===== src/rtl/sysid_check_seq.sv =====
// Boot-time system-ID/timestamp check sequencer (Avalon-MM read master).
// Optional: define SYSID_CHECK_AUTOSTART_EN to run once after every reset.
module sysid_check_seq #(
    parameter logic [31:0] EXPECTED_ID    = 32'd0,
    parameter logic [31:0] EXPECTED_TS    = 32'd1417465795,
    parameter int          TIMEOUT_CYCLES = 255,
    parameter int          MAX_RETRIES    = 3
) (
    input  logic        clock,
    input  logic        reset,
    input  logic        start,
    output logic        avm_address,
    output logic        avm_read,
    input  logic [31:0] avm_readdata,
    input  logic        avm_waitrequest,
    output logic        busy,
    output logic        done,
    output logic        id_ok,
    output logic        ts_ok,
    output logic        error_timeout,
    output logic [31:0] id_value,
    output logic [31:0] ts_value
);

    localparam int WW = $clog2(TIMEOUT_CYCLES + 1);
    localparam int RW = (MAX_RETRIES > 0) ? $clog2(MAX_RETRIES + 1) : 1;
    localparam logic [WW-1:0] WAIT_MAX  = WW'(TIMEOUT_CYCLES);
    localparam logic [RW-1:0] RETRY_MAX = RW'(MAX_RETRIES);

    typedef enum logic [2:0] {
        IDLE, RD_ID, RD_TS, GAP, CHECK, DONE
    } state_t;

    state_t        state, state_nx;
    logic [WW-1:0] wait_cnt, wait_nx;
    logic [RW-1:0] retry_cnt, retry_nx;
    logic          addr_nx, id_ok_nx, ts_ok_nx, err_nx;
    logic [31:0]   id_nx, ts_nx;
    logic          go;

`ifdef SYSID_CHECK_AUTOSTART_EN
    logic auto_pend;

    // One-shot: high only in the first cycle after reset releases.
    always_ff @(posedge clock) begin
        auto_pend <= reset;
    end

    assign go = start | auto_pend;
`else
    assign go = start;
`endif

    assign avm_read = (state == RD_ID) || (state == RD_TS);
    assign busy     = avm_read || (state == GAP) || (state == CHECK);
    assign done     = (state == DONE);

    always_ff @(posedge clock) begin
        if (reset) begin
            state         <= IDLE;
            wait_cnt      <= '0;
            retry_cnt     <= '0;
            avm_address   <= 1'b0;
            id_value      <= '0;
            ts_value      <= '0;
            id_ok         <= 1'b0;
            ts_ok         <= 1'b0;
            error_timeout <= 1'b0;
        end else begin
            state         <= state_nx;
            wait_cnt      <= wait_nx;
            retry_cnt     <= retry_nx;
            avm_address   <= addr_nx;
            id_value      <= id_nx;
            ts_value      <= ts_nx;
            id_ok         <= id_ok_nx;
            ts_ok         <= ts_ok_nx;
            error_timeout <= err_nx;
        end
    end

    always_comb begin
        state_nx = state;
        wait_nx  = wait_cnt;
        retry_nx = retry_cnt;
        addr_nx  = avm_address;
        id_nx    = id_value;
        ts_nx    = ts_value;
        id_ok_nx = id_ok;
        ts_ok_nx = ts_ok;
        err_nx   = error_timeout;
        unique case (state)
            IDLE, DONE: begin
                if (go) begin
                    state_nx = RD_ID;
                    addr_nx  = 1'b0;
                    wait_nx  = '0;
                    retry_nx = '0;
                    id_ok_nx = 1'b0;
                    ts_ok_nx = 1'b0;
                    err_nx   = 1'b0;
                end
            end
            RD_ID, RD_TS: begin
                // Data accepted on the limit cycle beats the timeout.
                if (!avm_waitrequest) begin
                    wait_nx  = '0;
                    retry_nx = '0;
                    if (state == RD_ID) begin
                        id_nx    = avm_readdata;
                        addr_nx  = 1'b1;
                        state_nx = RD_TS;
                    end else begin
                        ts_nx    = avm_readdata;
                        state_nx = CHECK;
                    end
                end else if (wait_cnt == WAIT_MAX) begin
                    state_nx = GAP;
                end else begin
                    wait_nx = wait_cnt + 1'b1;
                end
            end
            GAP: begin
                if (retry_cnt == RETRY_MAX) begin
                    state_nx = DONE;
                    err_nx   = 1'b1;
                    id_ok_nx = 1'b0;
                    ts_ok_nx = 1'b0;
                end else begin
                    retry_nx = retry_cnt + 1'b1;
                    wait_nx  = '0;
                    state_nx = avm_address ? RD_TS : RD_ID;
                end
            end
            CHECK: begin
                id_ok_nx = (id_value == EXPECTED_ID);
                ts_ok_nx = (ts_value == EXPECTED_TS);
                state_nx = DONE;
            end
            default: state_nx = IDLE;
        endcase
    end

endmodule

===== config.mk =====
export PLATFORM = sky130hd
export DESIGN_NAME = sysid_check_seq
export DESIGN_NICKNAME = d
export VERILOG_FILES = /design/src/rtl/sysid_check_seq.sv
export SDC_FILE = /design/constraint.sdc
export NUM_CORES = 1
export LEC_CHECK = 0
export ABC_AREA = 1
export CORE_ASPECT_RATIO = 1.1
export CORE_UTILIZATION = 50
export CTS_CLUSTER_SIZE = 20
export DETAILED_ROUTE_END_ITERATION = 16
export PLACE_DENSITY = 0.89
export SYNTH_ARGS = -nofsm -noshare
export SYNTH_HDL_FRONTEND = slang
export SYNTH_SLANG_ARGS = --single-unit
export TNS_END_PERCENT = 1

===== constraint.sdc =====
create_clock -name clock -period 2.9 [get_ports clock]
set_clock_uncertainty 0.1 [all_clocks]
set_input_delay 0.435 -clock clock [delete_from_list [all_inputs] [get_ports clock]]
set_output_delay 0.435 -clock clock [all_outputs]
set_load 0.02 [all_outputs]

* Yosys cells after proc, flatten, opt, wreduce, memory -nomap -nowiden
Cells that the tools add are included.
Storage, ports and cells: input bits 36, bits in registers 81, logic and storage cells 72
Operators by class: add/subtract/negate cells 2, mux-type cells 25, bitwise logic cells 2, reduce and logical (&&, ||, !) cells 19, equality and inequality tests 15
Operator list (number):
- 32-bit by 31-bit equality test with 1-bit output, second input constant | 1
- 32-bit logical NOT | 1
- 8-bit two-way mux | 4
- 8-bit one-hot mux with 3 select lines | 1
- 3-bit two-way mux | 5
- 3-bit one-hot mux with 4 select lines | 1
- 3-bit AND reduction | 4
- 4-bit AND reduction | 3
- 8-bit by 1-bit adder with 8-bit output, second input constant | 1
- 8-bit equality test, second input constant | 1
- 2-bit two-way mux | 4
- 2-bit != test, second input constant | 4
- 3-bit by 2-bit equality test with 1-bit output, second input constant | 2
- 3-bit equality test, second input constant | 2
- 3-bit != test, second input constant | 2
- 1-bit one-hot mux with 3 select lines | 2
- 2-bit one-hot mux with 3 select lines | 1
- 3-bit nonzero test | 2
- 1-bit two-way mux | 5
- 1-bit one-hot mux with 2 select lines | 2
- 2-bit nonzero test | 2
- 2-bit OR reduction | 2
- 3-bit by 1-bit equality test with 1-bit output, second input constant | 1
- 3-bit logical NOT | 1
- 6 further kinds | 9

* Logic depth before layout (Yosys ltp)
Gate-level depths: netlist of run 1.
depth in word-level cells 4, depth in mapped cells 11, gate-level depth less buffers 10

* Worst setup path before layout of run 1
Ideal clock, no wire load.
path type register -> output, start point register state[0], end point output busy, setup slack 1.316 ns, path buffers 1, arrival time 1.049 ns, cell stages (with the launch flop) 7, path through dfxtp_1 > buf_6 > inv_1 > nand2_1 > nor2_1 > inv_1 > nand3b_1
Between the ends: longest elaborated chain between the ends 4
RTL lines:
- start, declared | line 34 | state_t state, state_nx;
- start signal, assigned | line 70 | state <= state_nx;
- 3-bit by 1-bit equality test with 1-bit output / 3-bit by 2-bit equality test with 1-bit output (equally long branches) | line 54 | assign avm_read = (state == RD_ID) || (state == RD_TS);
- 1-bit logical OR | line 54
- 1-bit logical OR | line 55 | assign busy = avm_read || (state == GAP) || (state == CHECK);
- 1-bit logical OR (*) | line 55
- end, declared | line 16 | output logic busy,
Every way passes the cells marked *; elsewhere a longest branch is shown, timed or not.

* Final worst setup path of run 1
start point register state[2], end point output busy
The elaborated chain is that of the path after synthesis.

==> run metrics, run 1 <==
Net Sw Frac 0.405; pin count of the biggest net entering global routing 42; hpwl dp 7190 um; Via Count around 3600; first-pass GRT wire length between 15000 and 20000 um; Worst EP arrival between 2000 and 2500 ps; Clock Tree Buf Depth 2; status finished, final reports clean; Die Ht between 90 and 100 um; Comb pwr share 0.430; Synthesis Warnings 0; max cap viols 0; Slew Limit Fails 0; Die W ~80 um; ANT cells 0; Final Hold Viols 0; TNS Setup 0 ps; Clock Pin Slew Worst Setup and Hold Paths approximately 80 ps; Pwr Density around 890 nW/um^2; Avg Cell Area, Syn roughly 7.2 sq um; synth unique cells 30; Critical Path RT between 2000 and 2500 ps; Core Box Area 6710 sq um; Seq/Total Area, Yosys 0.460; worst hold path depth 2; Static Leak between 1.5 and 2 nW; Final GP Congestion a little under 0.9; RSZ-0062 raised after global routing false; die area roughly 7400 sq um; root buf cell clkbuf_8; final antenna-violating net count 0; post-CTS setup buffer count 0; Tightest Hold Check Type flop to flop; Initial Utilization 0.525; Worst R2R Setup Slack around 1000 ps; layout cells sized above 1 0.0840; TritonCTS Buffers 9; slowest stage delay, CP between 600 and 700 ps; Via density around 5.3; initial antenna violation count 0; #FFs+latches synth between 80 and 90; Max Clock Freq about 0.37 GHz; Final Core Density 0.720; H-Tree Level Count 3; Flop pwr share 0.369; num rows 31; Net Count, Synth 527; Critical Path, Cell by Cell nand2_1 > nor2_1 > inv_1 > nand3b_1 > clkdlybuf4s50_1; Tot Pwr ~4.3 mW; CTS tree yes; IO Pins between 100 and 150; Mapped Area about 3500 sq um; DRT iter0 DRCs 280; Critical Path Sink Type output pin; post-cts sizing count 0; Pint between 2 and 3 mW; Routed WL roughly 10000 um; filler cell count between 500 and 600; Clk pwr share 0.201; P&R area growth vs syn 37.0%; Global Route Usage Sum 0.288; number of buffers added on ports 106; Crit-path slowest cell clkdlybuf4s50_1; fin crit period 2700 ps; Pre-antenna DRT Iters 5; Slew @ Worst Pin 679 ps; Critical Path Start Type flop; grt total ovfl 0; layout net count 628; final setup fails 0; period utilization 0.933; hold_buf cts 0; # DRC 0; Skew-Pair Late Insertion Delay about 360 ps; vias in the first global route about 3600; Net Sw Power about 1.8 mW; clock sink total 81; slew margin rel. 0.546; VDD IR-drop max between 0.0005 and 0.0006 V; Setup CP Type flop to output pin; drt wl/cell approximately 15 um; Synth Instances slightly below 500; hold_ws roughly 380 ps; Crit Path Max Fanout 6; worst reg2reg path depth 6
placed cells by master (no fill, tap or decap), types with 2 or more instances in the layout:
cell and count:
ha_1 2, nand4_1 12, o21ai_0 66, nand2_2 6, inv_2 4, clkinv_4 2
clkdlybuf4s50_1 106, a21oi_2 2, inv_1 41, nor2_4 3, clkbuf_8 10, nor2_2 6
nand3_2 4, nor2_1 134, nand2_4 2, nand3_1 21, nand2_1 49, a21oi_1 26
buf_4 4, dfxtp_1 81
cell usage after synthesis:
master	n	area share
nor2_1	134	0.14
dfxtp_1	81	0.46
o21ai_0	66	0.094
nand2_1	49	0.052
inv_1	41	0.044
a21oi_1	26	0.037
nand3_1	21	0.030
nand4_1	12	0.021
clkbuf_1	9	0.0096
buf_4	6	0.013
nand2_2	6	0.011
nor2_2	6	0.011
inv_2	4	0.0043
nand3_2	4	0.011
nor2_4	3	0.0096
a21oi_2	2	0.0050
buf_2	2	0.0028
buf_6	2	0.0064
clkbuf_2	2	0.0028
ha_1	2	0.0071
nand2_4	2	0.0064
a21o_1	1	0.0021
a41oi_1	1	0.0025
clkinv_1	1	0.0011
clkinv_2	1	0.0014
nand3b_1	1	0.0021
nand4_4	1	0.0060
nor3_1	1	0.0014
o21bai_1	1	0.0021
or2_1	1	0.0018
worst max-delay path: cells and delay by family, from the launching register on:
kind | cells | cell delay, ps
buf+inv | 2 | 710
flops | 1 | 510
simple gates | 3 | 590
cell families after synthesis:
group	Yosys count	synth area share
and+or+nand+nor	241	0.306
AOI/OAI and AO/OA	97	0.142
DFF	81	0.460
buffers and inverters	68	0.0848
adders and majority gates	2	0.00710
cell type report:
class / count / area (sq um) / area share
Clock inverter: 6 / 75.1 / 0.0155
Inverter: 47 / 178 / 0.0368
Tap cell: 82 / 103 / 0.0212
Sequential cell: 81 / 1620 / 0.336
Timing Repair Buffer: 111 / 1110 / 0.230
Clock buffer: 10 / 138 / 0.0285
Multi-Input combinational cell: 340 / 1610 / 0.332
metal layers:
metal  up-vias  part of all wire  track usage
met3        30             0.070       0.0721
met2       152              0.50        0.475
met5         -                 0            0
met1      1654              0.40        0.324
met4         0             0.036        0.175
li1       1777                 -            -
power groups by stage:
stage               Sequential, mW  Combinational (mW)  Clock, mW
finish                        1.60                1.86      0.868
global route                  1.63                2.02      0.932
CTS                           1.59                1.86      0.878
detailed placement            1.61                1.84          0
global placement              1.59                1.79          0
floorplan                     1.82               0.884          0
metrics by stage:
step	cell area (sq um)	setup slack [ps]	cells
global placement	4620	654	661
floorplan	3530	1320	489
finish	4830	196	677
detailed placement	4620	588	661
global route	4830	95.7	677
CTS	4830	198	677
path summary, 6_finish.rpt:
check / to / start
worst max-delay path: busy / state[2]$_SDFFE_PP0P_
worst min-delay path: ts_value[25]$_SDFFE_PP0P_ / ts_value[25]$_SDFFE_PP0P_
worst max register to register: id_value[16]$_SDFFE_PP0P_ / state[2]$_SDFFE_PP0P_
worst min register to register: ts_value[25]$_SDFFE_PP0P_ / ts_value[25]$_SDFFE_PP0P_
flip-flops by register name, indices dropped and copies added (netlist names):
signal and flops:
avm_address 1, retry_cnt 2, wait_cnt 8, id_ok 1
ts_value 32, state 3, error_timeout 1, ts_ok 1
id_value 32
No activity file was read; power rests on OpenSTA's default activity.
==> inputs of run 2 (changes only) <==
Settings changed: ABC_CLOCK_PERIOD_IN_PS set to 2900.
==> results of run 2 <==
Same layout as run 1: the final DEF is identical, and so are final timing and power.
==> inputs of run 3 (changes only) <==
--- a/config.mk
+++ b/config.mk
@@ -7,10 +7,10 @@
 export LEC_CHECK = 0
 export ABC_AREA = 1
-export ABC_CLOCK_PERIOD_IN_PS = 2900
+export ABC_CLOCK_PERIOD_IN_PS = 2800
 export CORE_ASPECT_RATIO = 1.1
-export CORE_UTILIZATION = 50
+export CORE_UTILIZATION = 47
 export CTS_CLUSTER_SIZE = 20
 export DETAILED_ROUTE_END_ITERATION = 16
-export PLACE_DENSITY = 0.89
+export PLACE_DENSITY = 0.85
 export SYNTH_ARGS = -nofsm -noshare
 export SYNTH_HDL_FRONTEND = slang
==> constraint.sdc (replaced) <==
create_clock -name clock -period 2.8 [get_ports clock]
set_clock_uncertainty 0.1 [all_clocks]
set_input_delay 0.42 -clock clock [delete_from_list [all_inputs] [get_ports clock]]
set_output_delay 0.42 -clock clock [all_outputs]
set_load 0.1 [all_outputs]
==> run 3 against run 2 <==
Die area up 6.2%. Non-clock buffer count down 1. Combinational power up 77%. Sequential cell count unchanged. Clock power down 2%. Worst hold slack worse by 1.9 ps. Sequential share of layout area up 1.4 points. Setup slack better by 330 ps. Power up 34%. Count of clock-buffer cells in the layout up 2. Highest routed layer unchanged.
==> run metrics, run 3 (synthesis gave the netlist of run 1 again) <==
grt total ovfl 0; fin crit period 2270 ps; TNS Setup 0 ps; Slew Limit Fails 0; # DRC 0; ANT cells 0; pin count of the biggest net entering global routing between 70 and 80; VDD IR-drop max roughly 0.00078 V; Critical Path Start Type flop; Final GP Congestion between 0.8 and 0.9; DRT iter0 DRCs 248; final instance area 4630 sq um; grt met3 use 0.0588; Final Hold Viols 0; first-pass GRT wire length about 16000 um; Clock Tree Buf Depth 2; Slew @ Worst Pin 656 ps; hold_ws ~380 ps; final cell count without fillers slightly below 700; P&R area growth vs syn 31.4%; Skew-Pair Late Insertion Delay 340 ps; Crit Path Max Fanout 8; TritonCTS Buffers 9; R2R Path End ts_value[5]$_SDFFE_PP0P_; H-Tree Level Count 3; leading cell type in the layout, fill and taps excluded nor2_1; Max Clock Freq between 0.4 and 0.5 GHz; Static Leak ~2.1 nW; period utilization 0.812; Pre-antenna DRT Iters 6; Core Box Area about 7000 sq um; Placed Area about 4400 sq um; Critical Path Sink Type output pin; met2 Use GR 0.428; slew margin rel. 0.562; worst reg2reg path depth 6; Die W roughly 85 um; RSZ-0062 raised after global routing false; hpwl dp 6920 um; worst setup path startpoint state[0]$_SDFFE_PP0P_; worst hold path depth 2; Worst R2R Setup Slack 830 ps; hold endpoint id_value[30]$_SDFFE_PP0P_; max cap viols 0; global routing usage on met1 0.301; Via Count about 3600; Tot Pwr approximately 5.8 mW; IO Pins roughly 110; initial antenna violation count 0; biggest regs id_value: 32 flops, ts_value: 32 flops, wait_cnt: 8 flops; Routed WL ~9600 um; Via density between 5 and 6; most frequent cells in the layout 134 x nor2_1, 81 x dfxtp_1, 74 x buf_4; worst slack, placed ~450 ps; Setup CP Type flop to output pin; status finished, final reports clean; final antenna-violating net count 0; Worst EP arrival 1750 ps; GRT busiest layer met2; Final Core Density 0.650; post-cts sizing count 0; clock sink total between 80 and 90; hold_buf cts 0; Setup WS post-layout about 530 ps; Die Ht slightly above 90 um; drt wl/cell 14.1 um; root buf cell clkbuf_8; Critical Path RT 2280 ps; post-CTS setup buffer count 0; layout cells sized above 1 0.199; layout net count between 600 and 700; min-delay src id_value[30]$_SDFFE_PP0P_; Cell Count Post-Placement 663; number of buffers added on ports roughly 110; vias in the first global route roughly 3400; CTS tree yes; Pwr Density roughly 1300 nW/um^2; final setup fails 0; Initial Utilization 0.495; Clock Pin Slew Worst Setup and Hold Paths about 80 ps; reg-to-reg critical path startpoint state[1]$_SDFFE_PP0P_; die area ~7900 sq um; Global Route Usage Sum 0.252; Tightest Hold Check Type flop to flop; num rows 32
-- run 3: worst max path at each step --
stage | endpoint | slack [ps] | depth (start not counted)
after floorplan | done | 440 | 2
after global placement | ts_value[11]$_SDFFE_PP0P_ | 450 | 6
after detailed placement | ts_value[28]$_SDFFE_PP0P_ | 450 | 6
after CTS | busy | 510 | 6
after global routing | busy | 380 | 6
final | busy | 530 | 6
-- run 3: layout make-up --
cell class                      instances  area [sq um]
Fill cell                             650          2490
Sequential cell                        81          1620
Multi-Input combinational cell        340          1610
Timing Repair Buffer                  110           926
Inverter                               47           178
Clock buffer                           12           155
Tap cell                               85           106
Clock inverter                          3          40.0
-- run 3: worst max-delay path, cell delays in order (launching register included) --
cell and delay, ps:
dfxtp_1 410, inv_1 160, nand2_1 140, nor2_1 230
inv_1 90, nand3b_1 90, buf_4 290
-- run 3: report_power, final --
group | total (mW) | switching (mW) | internal, mW | leakage (nW)
registers | 1.66 | 0.239 | 1.43 | 0.659
clock network | 0.853 | 0.399 | 0.454 | 0.102
logic | 3.29 | 2.60 | 0.694 | 1.33
total | 5.81 | 3.23 | 2.57 | 2.09
-- run 3: layer usage --
layer / vias to the layer above / share of wire
met5: - / 0
met4: 0 / 0.022
met3: 18 / 0.068
met2: 143 / 0.50
met1: 1678 / 0.41
li1: 1766 / -
